<file path="src/rtl/ccff_pkg.sv">
// ccff_pkg: shared definitions for the configuration-chain loader.
//   - ccff_ld_state_e : loader FSM state encoding
//   - CCFF_WORD_W     : default bitstream word width
//   - CCFF_LEN_W      : default chain length counter width
package ccff_pkg;

    typedef enum logic [1:0] {
        IDLE  = 2'd0,
        FETCH = 2'd1,
        SHIFT = 2'd2,
        DONE  = 2'd3
    } ccff_ld_state_e;

    localparam int CCFF_WORD_W = 32;
    localparam int CCFF_LEN_W  = 20;

endpackage

</file>
<file path="src/rtl/ccff_capture.sv">
// ccff_capture: readback deserialiser for bits emerging at ccff_tail.
// Collects one bit per sample (first-captured bit ends in the MSB) and
// presents a word after WORD_W samples or at the final chain bit; a partial
// word is left-aligned and zero-padded.
// Ports:
//   prog_clk, pReset_n : clock, async active-low reset
//   clear              : drop any partial capture (new load accepted)
//   sample             : ccff_tail is valid and must be captured this cycle
//   last               : this sample is the final chain bit
//   tail               : serial bit from the chain
//   rdata, rvalid      : captured word and valid flag (held until rready)
//   rready             : consumer accepts rdata
module ccff_capture
    import ccff_pkg::*;
#(
    parameter int WORD_W = CCFF_WORD_W
) (
    input  logic              prog_clk,
    input  logic              pReset_n,
    input  logic              clear,
    input  logic              sample,
    input  logic              last,
    input  logic              tail,
    input  logic              rready,
    output logic [WORD_W-1:0] rdata,
    output logic              rvalid
);

    localparam int CNT_W = $clog2(WORD_W + 1);

    logic [WORD_W-1:0] cap_r;
    logic [WORD_W-1:0] cap_next_s;
    logic [CNT_W-1:0]  cnt_r;
    logic [CNT_W-1:0]  cnt_next_s;

    // Capture register and sample count after taking the current bit.
    always_comb begin
        cap_next_s = {cap_r[WORD_W-2:0], tail};
        cnt_next_s = cnt_r + CNT_W'(1);
    end

    // Shift-in, word completion and readback handshake.
    always_ff @(posedge prog_clk or negedge pReset_n) begin
        if (!pReset_n) begin
            cap_r  <= '0;
            cnt_r  <= '0;
            rdata  <= '0;
            rvalid <= 1'b0;
        end else if (clear) begin
            cap_r  <= '0;
            cnt_r  <= '0;
            rvalid <= 1'b0;
        end else begin
            if (rvalid && rready) begin
                rvalid <= 1'b0;
            end
            // The loader never samples while a word is pending, so a new
            // word can never overwrite an unconsumed one.
            if (sample) begin
                if ((cnt_next_s == CNT_W'(WORD_W)) || last) begin
                    rdata  <= cap_next_s << (CNT_W'(WORD_W) - cnt_next_s);
                    rvalid <= 1'b1;
                    cap_r  <= '0;
                    cnt_r  <= '0;
                end else begin
                    cap_r <= cap_next_s;
                    cnt_r <= cnt_next_s;
                end
            end
        end
    end

endmodule

</file>
<file path="src/rtl/ccff_loader.sv">
// ccff_loader: serialises bitstream words onto the configuration flip-flop
// chain, MSB first, one bit per chain_clk_en cycle, for exactly chain_len bits,
// and keeps the pads isolated (io_isol_n=0) until a load completes.
// Optional feature macro: CCFF_READBACK_EN captures the old chain contents
// from ccff_tail into rdata/rvalid, stalling the chain while a word is pending.
// Ports:
//   prog_clk, pReset_n        : clock, async active-low reset
//   start, chain_len          : load request and length (sampled in IDLE)
//   busy, done                : load in progress / one-cycle completion pulse
//   wdata, wvalid, wready     : bitstream word stream
//   ccff_head, chain_clk_en   : serial bit into the chain and its enable
//   ccff_tail                 : serial bit out of the chain
//   io_isol_n                 : low while pads are isolated
//   rdata, rvalid, rready     : readback word stream (tied 0 when disabled)
module ccff_loader
    import ccff_pkg::*;
#(
    parameter int WORD_W = CCFF_WORD_W,
    parameter int LEN_W  = CCFF_LEN_W
) (
    input  logic              prog_clk,
    input  logic              pReset_n,
    input  logic              start,
    input  logic [LEN_W-1:0]  chain_len,
    output logic              busy,
    output logic              done,
    input  logic [WORD_W-1:0] wdata,
    input  logic              wvalid,
    output logic              wready,
    output logic              ccff_head,
    output logic              chain_clk_en,
    input  logic              ccff_tail,
    output logic              io_isol_n,
    output logic [WORD_W-1:0] rdata,
    output logic              rvalid,
    input  logic              rready
);

    localparam int WCNT_W = $clog2(WORD_W);

    ccff_ld_state_e    state_r;
    logic [LEN_W-1:0]  rem_r;       // bits not yet presented on ccff_head
    logic [WORD_W-1:0] sreg_r;      // unsent bits of the current word, left-aligned
    logic [WCNT_W-1:0] wbits_r;     // unsent bits left in the current word
    logic              chain_en_r;
    logic              wready_r;
    logic              head_r;
    logic              busy_r;
    logic              done_r;
    logic              isol_n_r;

    logic              stall_s;
    logic              adv_s;
    logic              whs_s;
    logic              start_acc_s;
    logic              rb_pending_s;
    logic              rb_clear_s;

`ifdef CCFF_READBACK_EN
    logic rvalid_s;
    logic rb_last_s;

    assign rb_last_s    = (rem_r == '0);
    // A pending unconsumed readback word blocks the next sample.
    assign stall_s      = chain_en_r & rvalid_s & ~rready;
    assign rb_pending_s = 1'b1;
    assign rb_clear_s   = ~rvalid_s | rready;
    assign rvalid       = rvalid_s;

    ccff_capture #(.WORD_W(WORD_W)) u_capture (
        .prog_clk (prog_clk),
        .pReset_n (pReset_n),
        .clear    (start_acc_s),
        .sample   (adv_s),
        .last     (rb_last_s),
        .tail     (ccff_tail),
        .rready   (rready),
        .rdata    (rdata),
        .rvalid   (rvalid_s)
    );
`else
    logic unused_s;

    assign stall_s      = 1'b0;
    assign rb_pending_s = 1'b0;
    assign rb_clear_s   = 1'b1;
    assign rdata        = '0;
    assign rvalid       = 1'b0;
    assign unused_s     = rready ^ ccff_tail;
`endif

    assign adv_s        = chain_en_r & ~stall_s;
    assign whs_s        = wvalid & wready;
    assign start_acc_s  = start & (state_r == IDLE);

    assign chain_clk_en = adv_s;
    assign wready       = wready_r & ~stall_s;
    assign ccff_head    = head_r;
    assign busy         = busy_r;
    assign done         = done_r;
    assign io_isol_n    = isol_n_r;

    // Loader FSM: word fetch, bit serialisation and completion.
    always_ff @(posedge prog_clk or negedge pReset_n) begin
        if (!pReset_n) begin
            state_r    <= IDLE;
            rem_r      <= '0;
            sreg_r     <= '0;
            wbits_r    <= '0;
            chain_en_r <= 1'b0;
            wready_r   <= 1'b0;
            head_r     <= 1'b0;
            busy_r     <= 1'b0;
            done_r     <= 1'b0;
            isol_n_r   <= 1'b0;   // a partially loaded chain stays isolated
        end else begin
            case (state_r)
                IDLE: begin
                    done_r <= 1'b0;
                    if (start) begin
                        busy_r   <= 1'b1;
                        isol_n_r <= 1'b0;
                        rem_r    <= chain_len;
                        if (chain_len == '0) begin
                            state_r  <= DONE;
                            done_r   <= 1'b1;
                            isol_n_r <= 1'b1;
                        end else begin
                            state_r  <= FETCH;
                            wready_r <= 1'b1;
                        end
                    end
                end
                FETCH: begin
                    if (whs_s) begin
                        state_r    <= SHIFT;
                        head_r     <= wdata[WORD_W-1];
                        sreg_r     <= {wdata[WORD_W-2:0], 1'b0};
                        wbits_r    <= WCNT_W'(WORD_W - 1);
                        rem_r      <= rem_r - LEN_W'(1);
                        chain_en_r <= 1'b1;
                        wready_r   <= 1'b0;
                    end
                end
                SHIFT: begin
                    if (adv_s) begin
                        if (rem_r == '0) begin
                            // Current bit is the last chain bit; leftover
                            // low bits of a partial word are discarded.
                            state_r    <= DONE;
                            chain_en_r <= 1'b0;
                            wready_r   <= 1'b0;
                            done_r     <= ~rb_pending_s;
                            isol_n_r   <= ~rb_pending_s;
                        end else if (wbits_r != '0) begin
                            head_r   <= sreg_r[WORD_W-1];
                            sreg_r   <= {sreg_r[WORD_W-2:0], 1'b0};
                            wbits_r  <= wbits_r - WCNT_W'(1);
                            rem_r    <= rem_r - LEN_W'(1);
                            // Offer the next word alongside the last bit of
                            // this one so a ready source leaves no bubble.
                            wready_r <= (wbits_r == WCNT_W'(1)) && (rem_r > LEN_W'(1));
                        end else if (whs_s) begin
                            head_r   <= wdata[WORD_W-1];
                            sreg_r   <= {wdata[WORD_W-2:0], 1'b0};
                            wbits_r  <= WCNT_W'(WORD_W - 1);
                            rem_r    <= rem_r - LEN_W'(1);
                            wready_r <= 1'b0;
                        end else begin
                            state_r    <= FETCH;
                            chain_en_r <= 1'b0;
                            wready_r   <= 1'b1;
                        end
                    end
                end
                DONE: begin
                    if (done_r) begin
                        state_r <= IDLE;
                        done_r  <= 1'b0;
                        busy_r  <= 1'b0;
                    end else if (rb_clear_s) begin
                        done_r   <= 1'b1;
                        isol_n_r <= 1'b1;
                    end
                end
                default: begin
                    state_r <= IDLE;
                end
            endcase
        end
    end

endmodule

</file>
<file path="config.mk">
export PLATFORM = sky130hd
export DESIGN_NAME = ccff_loader
export DESIGN_NICKNAME = d
export VERILOG_FILES = /design/src/rtl/ccff_pkg.sv /design/src/rtl/ccff_capture.sv /design/src/rtl/ccff_loader.sv
export SDC_FILE = /design/constraint.sdc
export NUM_CORES = 1
export LEC_CHECK = 0
export BUFFER_PORTS_ARGS = -buffer_cell sky130_fd_sc_hd__buf_2
export CAP_MARGIN = 10
export CORE_ASPECT_RATIO = 0.9
export CORE_UTILIZATION = 35
export CTS_CLUSTER_DIAMETER = 50
export DETAILED_ROUTE_END_ITERATION = 10
export GPL_ROUTABILITY_DRIVEN = 0
export SETUP_SLACK_MARGIN = 0.02
export SLEW_MARGIN = 10
export SYNTH_ARGS = -nofsm -noshare
export SYNTH_HDL_FRONTEND = slang
export SYNTH_SLANG_ARGS = --single-unit
</file>
<file path="constraint.sdc">
create_clock -name prog_clk -period 2.8 [get_ports prog_clk]
set_input_delay 0.42 -clock prog_clk [delete_from_list [all_inputs] [get_ports prog_clk]]
set_output_delay 0.42 -clock prog_clk [all_outputs]
set_load 0.005 [all_outputs]
</file>
* Word level (Yosys, flattened, before mapping)
Index checks and enable logic that the tools add are counted.
** Storage, ports and cells
- Register bits :: 65
** Operators by class
- Add/sub/neg operators :: 2
- Mux-type cells :: 56
- Bitwise operators :: 1
- Magnitude comparators :: 1
- Eq/ne operators :: 14
- Reductions and logical operators :: 17
** Operators with widths (count)
- 32-bit two-way mux :: 4
- 20-bit two-way mux :: 5
- 32-bit case mux with 2 select lines :: 1
- 20-bit case mux with 3 select lines :: 1
- 20-bit zero test :: 2
- 1-bit two-way mux :: 25
- 20-bit by 1-bit greater-than comparator with 1-bit output, second input constant :: 1
- 5-bit two-way mux :: 4
- 20-bit by 1-bit subtractor with 20-bit output, second input constant :: 1
- 2-bit two-way mux :: 8
- 2-bit inequality test, second input constant :: 8
- 5-bit case mux with 2 select lines :: 1
- 5-bit AND reduction :: 2
- 1-bit case mux with 3 select lines :: 3
- 3-bit AND reduction :: 3
- 2-bit case mux with 4 select lines :: 1
- 3-bit inequality test, second input constant :: 2
- 1-bit case mux with 2 select lines :: 3
- 6-bit AND reduction :: 1
- 3-bit nonzero test :: 2
- 5-bit by 1-bit equality test with 1-bit output, second input constant :: 1
- 5-bit nonzero test :: 1
- 5-bit by 1-bit subtractor with 5-bit output, second input constant :: 1
- 2-bit equality test, second input constant :: 2
- 7 further kinds :: 8

* Longest topological paths before layout
Gate-level depths: netlist of run 1.
- Depth after elaboration :: 6
- Mapped depth :: 9
- Mapped depth without buffers :: 7

* Worst setup path before layout of run 1
No wires, ideal clock.
- Path type :: register to register
- From :: reg wbits_r[0]
- To :: reg head_r (netlist: ccff_head)
- Path slack :: 0.660 ns
- Buffers on the path :: 1
- Cell stages (with the launch flop) :: 9
- Clock period less this slack :: 2.140 ns
- Arrival time :: 2.003 ns
- Cells stage by stage :: dfrtp_1 -> inv_1 -> ha_1 -> or4b_1 -> a21oi_1 -> a311oi_4 -> buf_2 -> nor2_1 -> a21oi_1
** Between the ends
- Longest elaborated chain between the ends :: 5
** Ends and longest elaborated chain
- start: declaration :: RTL line ccff_loader.sv:44 : logic [WCNT_W-1:0] wbits_r;
- start signal: assignment :: RTL line ccff_loader.sv:139 : wbits_r <= WCNT_W'(WORD_W - 1);
- start signal: assignment :: RTL line ccff_loader.sv:158 : wbits_r <= wbits_r - WCNT_W'(1);
- start signal: assignment :: RTL line ccff_loader.sv:166 : wbits_r <= WCNT_W'(WORD_W - 1);
- 5-bit nonzero test :: RTL line ccff_loader.sv:155 : end else if (wbits_r != '0) begin
- 1-bit two-way mux :: RTL line ccff_loader.sv:155
- 1-bit two-way mux :: RTL line ccff_loader.sv:147 : if (rem_r == '0) begin
- 1-bit two-way mux :: RTL line ccff_loader.sv:146 : if (adv_s) begin
- 1-bit case mux with 2 select lines :: RTL line ccff_loader.sv:117 : case (state_r)
- end signal: assignment :: RTL line ccff_loader.sv:137 : head_r <= wdata[WORD_W-1];
- end signal: assignment :: RTL line ccff_loader.sv:156 : head_r <= sreg_r[WORD_W-1];
- end signal: assignment :: RTL line ccff_loader.sv:164 : head_r <= wdata[WORD_W-1];
- end: declaration :: RTL line ccff_loader.sv:47 : logic head_r;
Every way passes these cells. The select of a mux whose other input is x is not followed.
A chain may end at the register's enable or synchronous reset.

* Final worst setup path of run 1
- From :: reg wbits_r[0]
- To :: reg state_r[1]
** Between the ends
- Longest elaborated chain between the ends :: 3
** Ends and longest elaborated chain
- 5-bit nonzero test :: RTL line ccff_loader.sv:155
- 3-bit inequality test (no line)
- 6-bit AND reduction (no line)
- end signal: assignment :: RTL line ccff_loader.sv:150 : state_r <= DONE;
- end signal: assignment :: RTL line ccff_loader.sv:170 : state_r <= FETCH;
- end signal: assignment :: RTL line ccff_loader.sv:178 : state_r <= IDLE;
- end: declaration :: RTL line ccff_loader.sv:41 : ccff_ld_state_e state_r;
Every way passes these cells.

==> results of run 1 <==
registers in the layout (all words and copies together), names as in the netlist:
signal	flops
ccff_head	1
wready	1
chain_clk_en	1
wbits_r	5
rem_r	20
done	1
state_r	2
sreg_r	32
io_isol_n	1
busy	1
cells by family after synthesis:
kind of cell,Yosys count
flip-flops,65
other,1
AO/OA/AOI/OAI,174
AND/OR/NAND/NOR,138
buffers and inverters,69
multiplexers,4
adder cells (fa/ha/maj),9
placed cells by master (no fill, tap or decap), drive strengths merged, types with 2 or more instances in the layout:
master / instances
a211oi: 5
a21oi: 59
a22o: 3
a22oi: 2
a311oi: 3
a31oi: 10
a32oi: 3
a41oi: 3
and2: 3
buf: 78
clkbuf: 10
clkinv: 3
conb: 33
dfrtp: 65
ha: 9
inv: 12
mux2: 2
mux2i: 2
nand2: 22
nand2b: 4
nand3: 4
nor2: 55
nor2b: 7
nor3: 15
nor3b: 2
nor4: 12
o2111ai: 2
o21ai: 32
o22ai: 34
o2bb2ai: 3
o31a: 2
o31ai: 3
or2: 2
or3: 2
or4: 4
path summary, 6_finish.rpt:
kind                                from    endpoint
max in group asynchronous       pReset_n   sreg_r[5]
min in group prog_clk      chain_len[11]   rem_r[11]
setup reg to reg              wbits_r[0]  state_r[1]
hold reg to reg                rem_r[16]   rem_r[16]
setup / recovery              wbits_r[0]  state_r[1]
hold / removal                  pReset_n   rem_r[11]
area by class of cell:
type | count | area [um2]
Sequential cell | 65 | 1630
Timing Repair Buffer | 78 | 445
Clock buffer | 10 | 239
Fill cell | 1077 | 6270
Multi-Input combinational cell | 358 | 2080
Tap cell | 152 | 190
Clock inverter | 5 | 56.3
Inverter | 12 | 45.0
cell usage after synthesis (2+ instances only):
cell / count
o21ai_0: 30
a41oi_1: 3
buf_2: 8
ha_1: 9
clkbuf_1: 15
o21ai_1: 2
nand2_1: 21
a21oi_1: 59
a32oi_1: 3
o31ai_1: 3
or2_2: 2
nor4_1: 10
a22oi_1: 2
nand3_1: 4
mux2i_1: 2
buf_4: 33
nor2_1: 55
o31a_1: 2
o22ai_1: 34
a211oi_1: 5
nor2b_1: 7
dfrtp_1: 65
and2_1: 3
o2111ai_1: 2
o2bb2ai_1: 3
nor3_1: 14
a31oi_1: 10
nor3b_1: 2
inv_1: 12
or4_1: 3
nand2b_1: 4
a22o_1: 3
or3_1: 2
critical path, cell delays in order, from the launching register on:
cell and delay [ns]:
dfrtp_1 0.41, inv_1 0.07, ha_1 0.29, nor4b_1 0.59, nand2_1 0.22, a311oi_2 0.36
mux2_1 0.35
power groups by stage:
| stage | clock [uW] | sequential, uW | combinational, uW |
|---|---|---|---|
| after detailed placement | 0 | 956 | 82.1 |
| final | 1130 | 940 | 81.1 |
| after global placement | 0 | 956 | 81.7 |
| after global routing | 1210 | 939 | 93.1 |
| after floorplan | 0 | 957 | 48.9 |
| after CTS | 1160 | 940 | 82.5 |
metal layers:
layer	global-route usage	up-vias	routed length, um
met1	0.266	1791	5090
met4	0.0799	0	166
met5	0	-	0
met3	0.0400	15	485
met2	0.283	111	4750
li1	-	1781	-
metrics by stage:
| step | utilization | setup WS (ns) | total power (uW) |
|---|---|---|---|
| 6_report | 0.428 | 0.381 | 2160 |
| 5_1_grt | 0.428 | 0.171 | 2240 |
| 4_1_cts | 0.428 | 0.404 | 2180 |
| 3_5_place_dp | 0.401 | 0.423 | 1040 |
| 3_3_place_gp | 0.401 | 0.493 | 1040 |
| 2_1_floorplan | - | 0.660 | 1010 |
==> Flow_metrics.wiki, run 1 <==
{| class="wikitable"
! Metric !! Value
|-
| CTS Buffer Depth || 2
|-
| Number of synthesis warnings || 0
|-
| Number of pins exceeding their max-slew limit in the final report || 0
|-
| Sink count of the clock tree || 65
|-
| Global-route wire length before repair || 17100 um
|-
| Quantity of hold-fixing buffers added after cts || 0
|-
| Per-instance average area after synthesis || 8.63 um2
|-
| WP data arrival || 2.64 ns
|-
| Clock skew || 0.00872 ns
|-
| Net count of the finished layout || 591
|-
| Placeable Area || 10900 um2
|-
| Die span in x || 114 um
|-
| Latest clock arrival within the worst-skew pair || 0.34 ns
|-
| Worst slew margin || 0.440
|-
| Violation count after the first detailed-route iteration || 292
|-
| Multiplexer share of the synthesized area || 0.0107
|-
| Site row count || 36
|-
| Master cell of the clock root buffer || clkbuf_16
|-
| Combinational Power Share || 0.038
|-
| Final standard cell count with taps included and fillers excluded || 680
|-
| Fraction of the cycle the final worst path needs || 0.864
|-
| Layout area overhead || 17.9%
|-
| Port Buffers || 61
|-
| Internal power consumption || 1680 uW
|-
| Kind of path behind the tightest hold check || in -> async
|-
| Wire length reported by the detailed router || 10500 um
|-
| Setup crit end kind || flip-flop
|-
| Router iterations before antenna repair || 5
|-
| Net switching component of the power || 476 uW
|-
| Post-synthesis instance total || 460
|-
| Number of buffers created by CTS || 9
|-
| Flop-to-flop setup slack || 0.38 ns
|-
| EDFF count, synth || 0
|-
| Part of the power in registers || 0.436
|-
| Fraction of synthesized cell area taken by the top area cell type || 0.410
|-
| Post-DR wirelength/cell || 15.4 um
|-
| Adder-cell area share of the yosys netlist || 0.0284
|-
| Area post-placement || 4380 um2
|-
| Die Footprint || 11800 um2
|-
| Final cell area excluding filler cells || 4680 um2
|-
| Category of the critical setup timing path || reg -> reg
|-
| Fraction of the mapped netlist area in simple logic gates || 0.178
|-
| GRT Util Overall || 0.189
|-
| Antenna violations before repair || 0
|-
| Post-route DRC violation count || 0
|-
| Worst setup SP type || flip-flop
|-
| Tmin final || 2.42 ns
|-
| Placed Instances || 665
|-
| Biggest area contributors in the synthesized netlist || dfrtp_1 (41%), a21oi_1 (7.4%), buf_4 (6.2%)
|-
| Maximum Capacitance Violations || 0
|-
| Cell type contributing the most total cell area after synthesis || dfrtp_1
|-
| Share of final-layout standard cells stronger than drive strength 1 || 0.199
|-
| Post-synthesis register bit count || 65
|-
| Main combinational cell family by area after synthesis || compound AO/OA/AOI/OAI gates
|-
| Top-level port count || 97
|-
| Final total negative setup slack || 0 ns
|-
| Final setup viols || 0
|-
| Area of the mapped netlist || 3970 um2
|-
| Detail Route Antenna Nets || 0
|-
| Sw Ratio || 0.221
|-
| Peak supply drop || 0.291 mV
|-
| Grt ovf || 0
|-
| Number of endpoints with negative hold slack in the final report || 0
|-
| Antenna fix cells || 0
|-
| Share of the synthesized area in compound gates (AO/OA/AOI/OAI) || 0.273
|-
| Number of buffers added for setup after CTS || 0
|-
| Highest clock frequency the design can meet || 413 MHz
|-
| Via count of the first global-routing pass || 3345
|-
| Seq/Total Area, Yosys || 0.410
|-
| Worst slack on hold paths || 0.269 ns
|-
| Via density || 5.44
|-
| Fraction of power consumed by the clock network || 0.526
|-
| Number of cells on the worst reg-to-reg path || 6
|-
| Outcome || complete, no violations
|-
| Top flip-flop cell by instance count after synthesis || dfrtp_1
|-
| Total half-perimeter wirelength after legalization and detailed placement || 7200 um
|-
| Slew at the pin closest to its max-slew limit || 0.840 ns
|-
| Vias || 3698
|-
| Maximum number of pins on one net before global-route repair || 66
|-
| Netlist cell types || 61
|-
| Starting density of the core || 0.363
|-
| Static leakage || 0.00219 uW
|-
| Clock tree from TritonCTS || done
|-
| Worst-path maximum fanout || 8
|-
| Die outline height || 103 um
|-
| Fraction of synthesized cell area in xor and xnor cells || 0
|-
| Unrepaired setup endpoints after global routing || no
|-
| Fraction of registers with async set/reset || 1.00
|-
| Resized Gates After CTS || 0
|-
| Ratio of total power to cell area || 461 nW/um2
|-
| Post-CTS clock slew at the launch and capture registers of the worst setup and hold paths || 0.06 ns
|-
| Critical path data required time || 3.02 ns
|-
| Level count of the clock H-tree || 3
|}
(Power assumes the default switching activity.)
==> inputs of run 2 (changes only) <==
CORE_MARGIN = 4   (was default)
==> Flow_metrics.wiki, run 2 (synthesized netlist as in run 1, its figures left out) <==
{| class="wikitable"
! Metric !! Value
|-
| GRT Util Overall || 0.168 (-0.0213)
|-
| Router iterations before antenna repair || 5 (unchanged)
|-
| Vias || 3758 (+1.6%)
|-
| Global-route wire length before repair || 17900 um (+4.4%)
|-
| Net switching component of the power || 495 uW (+3.8%)
|-
| Maximum number of pins on one net before global-route repair || 39 (-41%)
|-
| Die Footprint || 13100 um2 (+11%)
|-
| Final total negative setup slack || 0 ns (unchanged)
|-
| Post-route DRC violation count || 0 (unchanged)
|-
| Count of filler cells inserted in the layout || 1100 (+2.1%)
|-
| Clock skew || 0.0107 ns (+0.00193 ns)
|-
| Layout area overhead || 20.1%
|-
| Slew at the pin closest to its max-slew limit || 0.655 ns (-0.186 ns)
|-
| Most common library cell in the layout ignoring fill and taps || dfrtp_1
|-
| PnR Total Power || 2370 uW (+9.9%)
|-
| Maximum Capacitance Violations || 0 (unchanged)
|-
| Outcome || complete, no violations
|-
| Die span in x || 120 um (+5.3%)
|-
| Total half-perimeter wirelength after legalization and detailed placement || 7540 um (+4.8%)
|-
| Number of buffers created by CTS || 9 (unchanged)
|-
| Ratio of total power to cell area || 497 nW/um2 (+7.8%)
|-
| Placeable Area || 10900 um2 (unchanged)
|-
| Port Buffers || 61 (unchanged)
|-
| Number of buffers added for setup after CTS || 0 (unchanged)
|-
| Static leakage || 0.00223 uW (+2.1%)
|-
| Worst-path maximum fanout || 8 (unchanged)
|-
| Antenna fix cells || 0 (unchanged)
|-
| Number of endpoints with negative hold slack in the final report || 0 (unchanged)
|-
| Peak supply drop || 0.231 mV (-20%)
|-
| Unrepaired setup endpoints after global routing || no
|-
| Via density || 5.51 (+1.3%)
|-
| Final setup viols || 0 (unchanged)
|-
| Combinational Power Share || 0.036 (-0.002)
|-
| Sink count of the clock tree || 65 (unchanged)
|-
| Highest-count cells in the layout ignoring fill and taps || dfrtp_1 (65), buf_2 (61), a21oi_1 (59)
|-
| Part of the power in registers || 0.397 (-0.039)
|-
| Largest register FFs || 32 (unchanged)
|-
| CTS Buffer Depth || 2 (unchanged)
|-
| FF+latch area || 1630 um2 (unchanged)
|-
| Via count of the first global-routing pass || 3583 (+7.1%)
|-
| Tmin final || 2.41 ns (-0.00575 ns)
|-
| Net count of the finished layout || 592 (+0.17%)
|-
| Kind of path behind the tightest hold check || in -> async
|-
| Worst slack on hold paths || 0.107 ns (-0.162 ns)
|-
| Fraction of power consumed by the clock network || 0.567 (+0.041)
|-
| Category of the critical setup timing path || reg -> reg
|-
| Master cell of the clock root buffer || clkbuf_16
|-
| WP data arrival || 2.63 ns (about the same)
|-
| Quantity of hold-fixing buffers added after cts || 0 (unchanged)
|-
| Highest clock frequency the design can meet || 414 MHz (+0.24%)
|-
| Grt ovf || 0 (unchanged)
|-
| Top register by number of flip-flops || sreg_r
|-
| Post-DR wirelength/cell || 16.0 um (+3.9%)
|-
| Internal power consumption || 1870 uW (+12%)
|-
| Level count of the clock H-tree || 3 (unchanged)
|-
| Detail Route Antenna Nets || 0 (unchanged)
|-
| Latest clock arrival within the worst-skew pair || 0.34 ns (about the same)
|-
| Worst slew margin || 0.557 (+0.118)
|-
| Die outline height || 109 um (+5.8%)
|-
| Critical path data required time || 3.02 ns (about the same)
|-
| Setup crit end kind || flip-flop
|-
| Wire length reported by the detailed router || 10900 um (+4.2%)
|-
| Post-CTS clock slew at the launch and capture registers of the worst setup and hold paths || 0.06 ns (about the same)
|-
| Starting density of the core || 0.363 (unchanged)
|-
| Sw Ratio || 0.209 (-0.0122)
|-
| Violation count after the first detailed-route iteration || 352 (+21%)
|-
| Resized Gates After CTS || 0 (unchanged)
|-
| Worst setup SP type || flip-flop
|-
| Fraction of the cycle the final worst path needs || 0.862 (-0.00205)
|-
| Leading registers by flop count || sreg_r x32, rem_r x20, wbits_r x5
|-
| Site row count || 36 (unchanged)
|-
| Number of pins exceeding their max-slew limit in the final report || 0 (unchanged)
|-
| Clock tree from TritonCTS || done
|-
| Antenna violations before repair || 0 (unchanged)
|-
| Multi-input gate area || 2080 um2 (unchanged)
|-
| Top-level port count || 97 (unchanged)
|-
| Share of final-layout standard cells stronger than drive strength 1 || 0.202 (+0.00302)
|}
run 2: changes by cell type in the layout (fill, tap and decap cells not counted):
cell / change
buf_12: +2
buf_4: -1
bufinv_16: +2
clkinv_2: -1
clkinv_4: -1
clkinvlp_4: -1
inv_6: +2
run 2: area by class of cell:
class | instances | area share
Sequential cell | 65 | 0.341
Tap cell | 152 | 0.0399
Inverter | 12 | 0.00945
Timing Repair Buffer | 79 | 0.100
Multi-Input combinational cell | 358 | 0.436
Clock inverter | 6 | 0.0236
Clock buffer | 10 | 0.0501
run 2: worst max-delay path, cell delays in order, from the launching register on:
cell      delay, ns
dfrtp_1        0.41
inv_1          0.08
ha_1           0.29
nor4b_1        0.58
nand2_1        0.22
a311oi_2       0.36
mux2_1         0.35
run 2: power groups by stage:
| stage | clock (uW) | sequential, uW | combinational (uW) |
|---|---|---|---|
| after floorplan | 0 | 957 | 48.9 |
| after global placement | 0 | 956 | 84.6 |
| after detailed placement | 0 | 956 | 85.3 |
| after CTS | 1360 | 939 | 85.6 |
| after global routing | 1410 | 939 | 95.6 |
| final | 1340 | 939 | 85.2 |
run 2: metrics by stage:
stage	setup slack, ns	util	std cells	area (um2)
finish	0.387	0.436	682	4770
global placement	0.507	0.404	666	4420
CTS	0.393	0.436	682	4770
detailed placement	0.442	0.404	666	4420
global route	0.194	0.436	682	4770
floorplan	0.660	-	492	4090
run 2: routing by layer:
layer | global-route usage | up-vias | part of all wire
li1 | - | 1778 | -
met1 | 0.236 | 1798 | 0.45
met2 | 0.262 | 166 | 0.46
met3 | 0.0270 | 16 | 0.071
met4 | 0.0615 | 0 | 0.014
met5 | 0 | - | 0
run 2: worst paths after layout:
check | to | slack, ns | cells past startpoint | from
max in group asynchronous | wbits_r[4] | 2.05 | 2 | pReset_n
hold reg to reg | rem_r[16] | 0.49 | 1 | rem_r[16]
min in group prog_clk | rem_r[11] | 0.37 | 3 | chain_len[11]
setup reg to reg | state_r[1] | 0.39 | 6 | wbits_r[0]
setup / recovery | state_r[1] | 0.39 | 6 | wbits_r[0]
hold / removal | rem_r[13] | 0.11 | 1 | pReset_n
==> inputs of run 3 (changes only) <==
BUFFER_PORTS_ARGS = default   (was -buffer_cell sky130_fd_sc_hd__buf_2)
DONT_BUFFER_PORTS = 1   (was default)
==> Flow_metrics.wiki, run 3 (synthesized netlist as in run 1, its figures left out) <==
{| class="wikitable"
! Metric !! Value
|-
| Outcome || complete, no violations
|-
| Placeable Area || 10900 um2 (unchanged)
|-
| Post-DR wirelength/cell || 17.4 um (+8.2%)
|-
| Level count of the clock H-tree || 3 (unchanged)
|-
| Top register by number of flip-flops || sreg_r
|-
| CTS Buffer Depth || 2 (unchanged)
|-
| Final setup viols || 0 (unchanged)
|-
| Number of pins exceeding their max-slew limit in the final report || 0 (unchanged)
|-
| Violation count after the first detailed-route iteration || 349 (-0.85%)
|-
| Fraction of the cycle the final worst path needs || 0.864 (+0.00244)
|-
| Die outline height || 109 um (unchanged)
|-
| Static leakage || 0.00197 uW (-12%)
|-
| Post-CTS clock slew at the launch and capture registers of the worst setup and hold paths || 0.06 ns (about the same)
|-
| Detail Route Antenna Nets || 0 (unchanged)
|-
| Antenna fix cells || 0 (unchanged)
|-
| Layout area overhead || 11.4%
|-
| Clock tree from TritonCTS || done
|-
| Post-route DRC violation count || 0 (unchanged)
|-
| Buffers & Inverters on Critical Path || 1 (unchanged)
|-
| Starting density of the core || 0.363 (unchanged)
|-
| Port Buffers || 0 (-100%)
|-
| Maximum Capacitance Violations || 0 (unchanged)
|-
| Via density || 5.72 (+3.8%)
|-
| Master cell of the clock root buffer || clkbuf_16
|-
| Setup crit end kind || flip-flop
|-
| Wire length reported by the detailed router || 10800 um (-1.0%)
|-
| Vias || 3570 (-5.0%)
|-
| Sink count of the clock tree || 65 (unchanged)
|-
| Final standard cell count with taps included and fillers excluded || 624 (-8.5%)
|-
| Tmin final || 2.42 ns (+0.00683 ns)
|-
| Site row count || 36 (unchanged)
|-
| Top cell family by delay on the critical path || simple AND/OR/NAND/NOR gates
|-
| Number of buffers created by CTS || 9 (unchanged)
|-
| Net count of the finished layout || 534 (-9.8%)
|-
| Worst setup SP type || flip-flop
|-
| Resized Gates After CTS || 0 (unchanged)
|-
| Maximum number of pins on one net before global-route repair || 66 (+69%)
|-
| Highest clock frequency the design can meet || 413 MHz (-0.28%)
|-
| Router iterations before antenna repair || 5 (unchanged)
|-
| Total half-perimeter wirelength after legalization and detailed placement || 7420 um (-1.6%)
|-
| Quantity of hold-fixing buffers added after cts || 2 (+2)
|-
| GRT Util Overall || 0.166 (-0.00161)
|-
| PnR Total Power || 2110 uW (-11%)
|-
| Most common library cell in the layout ignoring fill and taps || dfrtp_1
|-
| Worst Hold Depth || 2
|-
| Clock skew || 0.00970 ns (-0.000958 ns)
|-
| Antenna violations before repair || 0 (unchanged)
|-
| Number of buffers added for setup after CTS || 0 (unchanged)
|-
| Latest clock arrival within the worst-skew pair || 0.34 ns (about the same)
|-
| Worst path depth || 6 (unchanged)
|-
| Peak supply drop || 0.248 mV (+7.3%)
|-
| Top-level port count || 97 (unchanged)
|-
| Leading registers by flop count || sreg_r x32, rem_r x20, wbits_r x5
|-
| Number of endpoints with negative hold slack in the final report || 0 (unchanged)
|-
| Delay of the slowest critical-path stage || 0.58 ns (about the same)
|-
| Placed Instances || 606 (-9.0%)
|-
| Largest register FFs || 32 (unchanged)
|-
| Die Footprint || 13100 um2 (unchanged)
|-
| Number of cells on the worst reg-to-reg path || 6 (unchanged)
|-
| Category of the critical setup timing path || reg -> reg
|-
| Share of final-layout standard cells stronger than drive strength 1 || 0.0953 (-0.107)
|-
| Critical path data required time || 3.02 ns (about the same)
|-
| WP data arrival || 2.64 ns (about the same)
|-
| Global-route wire length before repair || 17300 um (-3.1%)
|-
| Ratio of total power to cell area || 477 nW/um2 (-4.0%)
|-
| Unrepaired setup endpoints after global routing || no
|-
| Final total negative setup slack || 0 ns (unchanged)
|-
| Ordered list of cells on the worst path || inv_1, ha_1, nor4b_1, nand2_1, a311oi_2, mux2_1
|-
| Kind of path behind the tightest hold check || in -> reg
|-
| Grt ovf || 0 (unchanged)
|-
| Highest-count cells in the layout ignoring fill and taps || dfrtp_1 (65), a21oi_1 (59), nor2_1 (55)
|-
| Worst-path maximum fanout || 8 (unchanged)
|-
| Via count of the first global-routing pass || 3325 (-7.2%)
|-
| Slew at the pin closest to its max-slew limit || 0.656 ns (+0.00162 ns)
|-
| Slowest stage cell, crit path || nor4b_1
|-
| Die span in x || 120 um (unchanged)
|-
| Worst slew margin || 0.556 (-0.00109)
|}
==> run 3: layer usage <==
| metal | part of all wire | track usage |
|---|---|---|
| met1 | 0.45 | 0.227 |
| met2 | 0.45 | 0.250 |
| met3 | 0.086 | 0.0596 |
| met4 | 0.013 | 0.0477 |
| met5 | 0 | 0 |
==> run 3: report_power, final <==
group | leakage [uW] | total [uW] | switching (uW) | internal, uW
clock | 0.000144 | 1120 | 414 | 711
combinational | 0.000929 | 42.0 | 32.0 | 10.0
sequential | 0.000893 | 940 | 0 | 940
total | 0.00197 | 2110 | 446 | 1660
==> run 3: final timing paths <==
path | to | from | slack [ns]
setup reg to reg | state_r[1] | wbits_r[0] | 0.38
setup / recovery | state_r[1] | wbits_r[0] | 0.38
min in group asynchronous | rem_r[14] | pReset_n | 0.62
hold / removal | rem_r[11] | chain_len[11] | 0.22
hold reg to reg | sreg_r[0] | sreg_r[0] | 0.50
max in group asynchronous | sreg_r[26] | pReset_n | 1.88
==> run 3: final cells by class <==
class                      count  area (um2)
fill                        1102        6520
multi-input combinational    358        2080
sequential                    65        1630
clock buffer                  13         250
timing repair buffer          21         193
tap                          152         190
inverter                      12        45.0
clock inverter                 3        40.0
==> run 3: worst reg2reg max path, stage by stage (launching register included) <==
cell and delay, ns:
dfrtp_1 0.42, inv_1 0.08, ha_1 0.28, nor4b_1 0.59
nand2_1 0.22, a311oi_2 0.37, mux2_1 0.35
==> run 3: metrics by stage <==
stage	area, um2	util	hold slack (ns)	setup WS, ns
finish	4420	0.404	0.225	0.380
floorplan	4090	-	0.124	0.660
CTS	4420	0.404	0.212	0.401
global placement	4090	0.374	0.126	0.492
detailed placement	4090	0.374	0.127	0.424
global route	4420	0.404	0.213	0.182
